$ cat src/rtl/systolic_pkg.sv
// Shared types and sizing helpers for the systolic array input feeder.
package systolic_pkg;

    typedef enum logic [1:0] {
        IDLE  = 2'd0,
        CLEAR = 2'd1,
        RUN   = 2'd2,
        DONE  = 2'd3
    } state_e;

    // Default configuration: 4 x 4 array of 32-bit MACs.
    localparam int DEF_N      = 4;
    localparam int DEF_DATA_W = 32;

    // Sizing for the default configuration.
    localparam int RUN_CYCLES = 3 * DEF_N - 2;
    localparam int IDX_W      = $clog2(DEF_N);
    localparam int T_W        = $clog2(3 * DEF_N);

    // Number of RUN cycles needed to drain a full skewed tile into an n x n array.
    function automatic int run_cycles(input int n);
        return 3 * n - 2;
    endfunction

    // Width of the RUN-cycle counter for an n x n array.
    function automatic int t_width(input int n);
        return $clog2(3 * n);
    endfunction

endpackage

$ cat src/rtl/systolic_feeder_tile_buffer.sv
// N x N tile register file: one write port, synchronous clear, N independent read lanes.
module tile_buffer
    import systolic_pkg::*;
#(
    parameter int DATA_W = DEF_DATA_W,
    parameter int N      = DEF_N
) (
    input  logic                        clk,
    input  logic                        rst,
    input  logic                        wr_en,
    input  logic [$clog2(N)-1:0]        wr_row,
    input  logic [$clog2(N)-1:0]        wr_col,
    input  logic [DATA_W-1:0]           wr_data,
    input  logic [N*$clog2(N)-1:0]      rd_row,
    input  logic [N*$clog2(N)-1:0]      rd_col,
    output logic [N*DATA_W-1:0]         rd_data
);

    localparam int BUF_IDX_W = $clog2(N);

    logic [DATA_W-1:0] mem_r [N][N];

    // Element storage: cleared on reset, single element written per cycle.
    always_ff @(posedge clk) begin
        if (rst) begin
            for (int r = 0; r < N; r++) begin
                for (int c = 0; c < N; c++) begin
                    mem_r[r][c] <= '0;
                end
            end
        end else if (wr_en) begin
            mem_r[wr_row][wr_col] <= wr_data;
        end else begin
            mem_r <= mem_r;
        end
    end

    // Each lane reads the element addressed by its own row/column pair.
    always_comb begin
        rd_data = '0;
        for (int l = 0; l < N; l++) begin
            rd_data[l*DATA_W +: DATA_W] =
                mem_r[rd_row[l*BUF_IDX_W +: BUF_IDX_W]][rd_col[l*BUF_IDX_W +: BUF_IDX_W]];
        end
    end

endmodule

$ cat src/rtl/systolic_feeder.sv
// Input-skew stage for an N x N systolic MAC array: buffers A and B tiles,
// clears the array, feeds diagonally skewed operands and flags final results.
module systolic_feeder
    import systolic_pkg::*;
#(
    parameter int DATA_W = DEF_DATA_W,
    parameter int N      = DEF_N
) (
    input  logic                   clk,
    input  logic                   rst,
    input  logic                   wr_en,
    input  logic                   wr_sel,
    input  logic [$clog2(N)-1:0]   wr_row,
    input  logic [$clog2(N)-1:0]   wr_col,
    input  logic [DATA_W-1:0]      wr_data,
    input  logic                   start,
    output logic                   busy,
    output logic                   done,
    output logic                   arr_rst,
    output logic [N*DATA_W-1:0]    a_out,
    output logic [N*DATA_W-1:0]    b_out
);

    localparam int LIDX_W = $clog2(N);
    localparam int LT_W   = t_width(N);
    localparam int LRUN   = run_cycles(N);

    state_e            state_r, state_nxt_s;
    logic [LT_W-1:0]   t_r, t_nxt_s;
    logic              busy_r, done_r, arr_rst_r;
    logic [N*DATA_W-1:0] a_out_r, b_out_r;

    logic              idle_s;
    logic              a_we_s, b_we_s;
    logic [N*LIDX_W-1:0] a_rd_row_s, a_rd_col_s, b_rd_row_s, b_rd_col_s;
    logic [N*DATA_W-1:0] a_rd_data_s, b_rd_data_s;
    logic [N*DATA_W-1:0] a_lane_s, b_lane_s;

    // The outputs lag the state by one cycle, so the visible done cycle is
    // still treated as busy: writes and start are taken only when both agree.
    assign idle_s = (state_r == IDLE) && !busy_r;
    assign a_we_s = wr_en && idle_s && (wr_sel == 1'b0);
    assign b_we_s = wr_en && idle_s && (wr_sel == 1'b1);

    tile_buffer #(.DATA_W(DATA_W), .N(N)) u_a_buf (
        .clk     (clk),
        .rst     (rst),
        .wr_en   (a_we_s),
        .wr_row  (wr_row),
        .wr_col  (wr_col),
        .wr_data (wr_data),
        .rd_row  (a_rd_row_s),
        .rd_col  (a_rd_col_s),
        .rd_data (a_rd_data_s)
    );

    tile_buffer #(.DATA_W(DATA_W), .N(N)) u_b_buf (
        .clk     (clk),
        .rst     (rst),
        .wr_en   (b_we_s),
        .wr_row  (wr_row),
        .wr_col  (wr_col),
        .wr_data (wr_data),
        .rd_row  (b_rd_row_s),
        .rd_col  (b_rd_col_s),
        .rd_data (b_rd_data_s)
    );

    // State and skew-counter register.
    always_ff @(posedge clk) begin
        if (rst) begin
            state_r <= IDLE;
            t_r     <= '0;
        end else begin
            state_r <= state_nxt_s;
            t_r     <= t_nxt_s;
        end
    end

    // Next-state logic: one clear cycle, 3N-2 feed cycles, one done cycle.
    always_comb begin
        state_nxt_s = state_r;
        t_nxt_s     = '0;
        case (state_r)
            IDLE: begin
                if (start && !busy_r) begin
                    state_nxt_s = CLEAR;
                end else begin
                    state_nxt_s = IDLE;
                end
            end
            CLEAR: begin
                state_nxt_s = RUN;
            end
            RUN: begin
                if (t_r == LT_W'(LRUN - 1)) begin
                    state_nxt_s = DONE;
                end else begin
                    state_nxt_s = RUN;
                    t_nxt_s     = t_r + LT_W'(1);
                end
            end
            DONE: begin
                state_nxt_s = IDLE;
            end
            default: begin
                state_nxt_s = IDLE;
            end
        endcase
    end

    // Skew addressing and validity masking: A lane i reads column t-i, B lane j reads row t-j.
    always_comb begin
        int diff_v;
        diff_v     = 0;
        a_rd_row_s = '0;
        a_rd_col_s = '0;
        b_rd_row_s = '0;
        b_rd_col_s = '0;
        a_lane_s   = '0;
        b_lane_s   = '0;
        for (int i = 0; i < N; i++) begin
            diff_v = int'(t_r) - i;
            a_rd_row_s[i*LIDX_W +: LIDX_W] = LIDX_W'(i);
            b_rd_col_s[i*LIDX_W +: LIDX_W] = LIDX_W'(i);
            if ((state_r == RUN) && (diff_v >= 0) && (diff_v < N)) begin
                a_rd_col_s[i*LIDX_W +: LIDX_W] = LIDX_W'(diff_v);
                b_rd_row_s[i*LIDX_W +: LIDX_W] = LIDX_W'(diff_v);
                a_lane_s[i*DATA_W +: DATA_W]   = a_rd_data_s[i*DATA_W +: DATA_W];
                b_lane_s[i*DATA_W +: DATA_W]   = b_rd_data_s[i*DATA_W +: DATA_W];
            end else begin
                a_rd_col_s[i*LIDX_W +: LIDX_W] = '0;
                b_rd_row_s[i*LIDX_W +: LIDX_W] = '0;
                a_lane_s[i*DATA_W +: DATA_W]   = '0;
                b_lane_s[i*DATA_W +: DATA_W]   = '0;
            end
        end
    end

    // Registered outputs decoded from the current state; lanes are zero outside RUN.
    always_ff @(posedge clk) begin
        if (rst) begin
            busy_r    <= 1'b0;
            done_r    <= 1'b0;
            arr_rst_r <= 1'b0;
            a_out_r   <= '0;
            b_out_r   <= '0;
        end else begin
            busy_r    <= (state_r != IDLE);
            done_r    <= (state_r == DONE);
            arr_rst_r <= (state_r == CLEAR);
            a_out_r   <= a_lane_s;
            b_out_r   <= b_lane_s;
        end
    end

    assign busy    = busy_r;
    assign done    = done_r;
    assign arr_rst = arr_rst_r;
    assign a_out   = a_out_r;
    assign b_out   = b_out_r;

endmodule

$ cat config.mk
export PLATFORM = sky130hd
export DESIGN_NAME = systolic_feeder
export DESIGN_NICKNAME = d
export VERILOG_FILES = /design/src/rtl/systolic_pkg.sv /design/src/rtl/systolic_feeder_tile_buffer.sv /design/src/rtl/systolic_feeder.sv
export SDC_FILE = /design/constraint.sdc
export NUM_CORES = 2
export LEC_CHECK = 0
export CAP_MARGIN = 20
export CORE_MARGIN = 1.5
export CORE_UTILIZATION = 60
export CTS_BUF_LIST = sky130_fd_sc_hd__clkbuf_8
export DETAILED_ROUTE_END_ITERATION = 10
export GPL_TIMING_DRIVEN = 0
export PLACE_DENSITY = 0.8
export SLEW_MARGIN = 15
export SYNTH_ARGS = -nofsm -noshare
export SYNTH_HDL_FRONTEND = slang
export SYNTH_SLANG_ARGS = --single-unit
$ cat constraint.sdc
create_clock -name clk -period 4.3 [get_ports clk]
set_clock_uncertainty 0.2 [all_clocks]
set_input_delay 1.075 -clock clk [delete_from_list [all_inputs] [get_ports clk]]
set_output_delay 1.075 -clock clk [all_outputs]
set_load 0.01 [all_outputs]
==> results.cfg <==
[critical_path]
rr_worst_depth = 6
critPathKind = reg2reg
cp_max_fo = 10
startpoint_type = register
cp-end-kind = register
required_ps = 4840
cp_data_arrival_time_ps = 4810

[final_layout]
drive_gt1_share_pct = 12.2
design_area_um2 = 60000
nFillCells = 6840
final_util_pct = 70.7
area_growth_pct = 16.9
finalNetCount = 6784
multi_input_area_um2 = 22600
regArea_um2 = 25800

[synthesis]
ys.flop_type = dfxtp_1
ys_seq_elements = 1289
syn_area_um2 = 51300
ys.warnings.count = 0
yosysUniqueCellTypes = 49
avgSynthCellArea_um2 = 8.23
synth-edff-count = 0
syn-num-nets = 6286
syn_inst = 6233
ys_seq_area_share_pct = 50.3
async_reset_ff_share_pct = 0

[floorplan]
start_util_pct = 60.4
die_x_um = 295
num_io_pins = 300
dieArea_um2 = 87300
rows = 107
core_area_um2 = 84900
die_h_um = 295

[run_status]
outcome = complete, no violations

[detailed_routing]
drt-initial-drc-count = 7106
viasPerCell = 6.21
drc_errors = 0
vias = 49900
routedWlPerCell_um = 24.3
firstDrtPassIters = 7
wl_um = 195000
postRouteAntennaNets = 0

[timing]
hold_viol = 0
tns_ps = 0
hold_ws_ps = 245
min_period_ps = 4280
tightest_slew_ps = 1250
period_share_pct = 99.5
rsz0062_at_grt = false
max_freq_ghz = 0.234
setup_viol = 0
relSlewSlack_pct = 16.5
drv_slew = 0

[clock_tree]
cts.sinks = 1289
htree_levels = 4
clock_path_buffers = 3
path_clk_slew_ps = 60
tritoncts = yes
postCtsHoldBufs = 0
numCtsBuffers = 199
clk_latency_ps = 910
clock-root-buffer = clkbuf_8

[job]
cap_violations = 0

[global_routing]
grt_pass1_vias = 46200
grtUsageTotal_pct = 43.4
grt_pass1_wl_um = 282000
grt_max_degree = 17
grt_overflow = 0
grt_antenna_before_repair = 14

[power_and_ir_drop]
irDropWorstVdd_v = 0.000320
leakage_nw = 19.6
power_density_nw_per_um2 = 399
power_w = 0.0240

[hold_path]
hold_path_class = reg2reg
worstHoldPathCells = 2

[placed_design]
postPlaceCellArea_um2 = 55700
io_buffers = 295
place_congestion = 1.00
hpwl_um = 132000
[layout by cell type, fill, tap and decap left out, types with 66 or more instances in the layout]
| cell | n |
|---|---|
| clkbuf_8 | 261 |
| a21oi_2 | 240 |
| nand2_1 | 2188 |
| a211oi_1 | 192 |
| clkbuf_1 | 422 |
| dfxtp_1 | 1289 |
| a21oi_1 | 850 |
| buf_2 | 149 |
| o21ai_0 | 66 |
| clkdlybuf4s50_1 | 295 |
| nor2b_1 | 103 |
[path summary, 6_finish.rpt]
kind,start,end,slack (ps)
setup / recovery,t_r[0]$_SDFF_PP0_,b_out[32]$_SDFF_PP0_,20
hold / removal,u_a_buf.mem_r[473]$_SDFFE_PP0P_,a_out[25]$_SDFF_PP0_,240
setup reg to reg,t_r[0]$_SDFF_PP0_,b_out[32]$_SDFF_PP0_,20
hold reg to reg,u_a_buf.mem_r[473]$_SDFFE_PP0P_,a_out[25]$_SDFF_PP0_,240
[flip-flops by register name, summed over array words and instances (netlist names)]
name           cells
u_a_buf.mem_r    512
u_b_buf.mem_r    512
a_out            128
b_out            128
t_r                4
state_r            2
arr_rst            1
busy               1
done               1
[stage by stage]
| stage | std cells | worst slack (ps) |
|---|---|---|
| finish | 8041 | 21.6 |
| global route | 8034 | 81.4 |
| CTS | 8032 | 76.1 |
| detailed placement | 7674 | 82.4 |
| global placement | 7672 | 70.9 |
| floorplan | 6233 | 1590 |
[final cells by class]
class / instances / share of cell area, %
Timing Repair Buffer: 297 / 4.97
Clock inverter: 97 / 1.09
Tap cell: 1144 / 2.39
Buffer: 629 / 4.71
Sequential cell: 1289 / 43.0
Clock buffer: 261 / 5.99
Antenna cell: 9 / 0.0375
Inverter: 6 / 0.0375
Multi-Input combinational cell: 4309 / 37.8
[synth_stat cells, types with 65 or more instances]
master     instances  share of area [%]
a2111oi_0         65                1.1
a31oi_1           65               0.79
o21ai_0           66               0.64
nor2b_1          103                1.3
buf_2            149                1.5
clkbuf_1         423                3.1
nand4_1           65               0.79
dfxtp_1         1289                 50
a211oi_1         192                2.8
nand2_1         2188                 16
a21oi_1          850                8.3
a21oi_2          240                4.1
[power breakdown]
group | total, W | leakage (nW) | internal [W] | switching, W
Combinational | 0.00106 | 6.83 | 0.000185 | 0.000880
Sequential | 0.0120 | 10.4 | 0.0120 | 0.0000334
Clock | 0.0109 | 2.41 | 0.00585 | 0.00500
Total | 0.0240 | 19.6 | 0.0180 | 0.00592
[worst max-delay path: stages, from the launching register on]
cell	delay (ps)
dfxtp_1	380
buf_2	330
buf_2	610
clkbuf_1	880
clkbuf_1	770
a211oi_1	280
a211oi_1	640
[what timing repair did]
item | 4_1_cts | 5_1_grt
hold endpoints to repair | 0 | 0
endpoints found under the setup margin | 0 | 8
setup buffers | 0 | 0
gates resized for setup | 0 | 3
[per-layer routing]
metal	wire length, um	up-vias	GRT usage, %
li1	-	22100	-
met5	147	-	0.443
met1	71000	23300	54.0
met4	16300	14	33.1
met3	25700	811	12.8
met2	81900	3643	63.3
[kinds of logic (layout without fill, tap and decap cells)]
family / after synthesis / in the layout / share of synthesized area (%)
xor+xnor: 4 / 4 / 0.0683
fa+ha+maj: 12 / 12 / 0.293
mux: 128 / 128 / 2.65
other cells: 0 / 9 / 0
flops: 1289 / 1289 / 50.3
compound gates: 1674 / 1674 / 20.9
buf+inv: 635 / 1290 / 5.55
simple gates: 2491 / 2491 / 20.2
No activity file was read; power rests on OpenSTA's default activity.
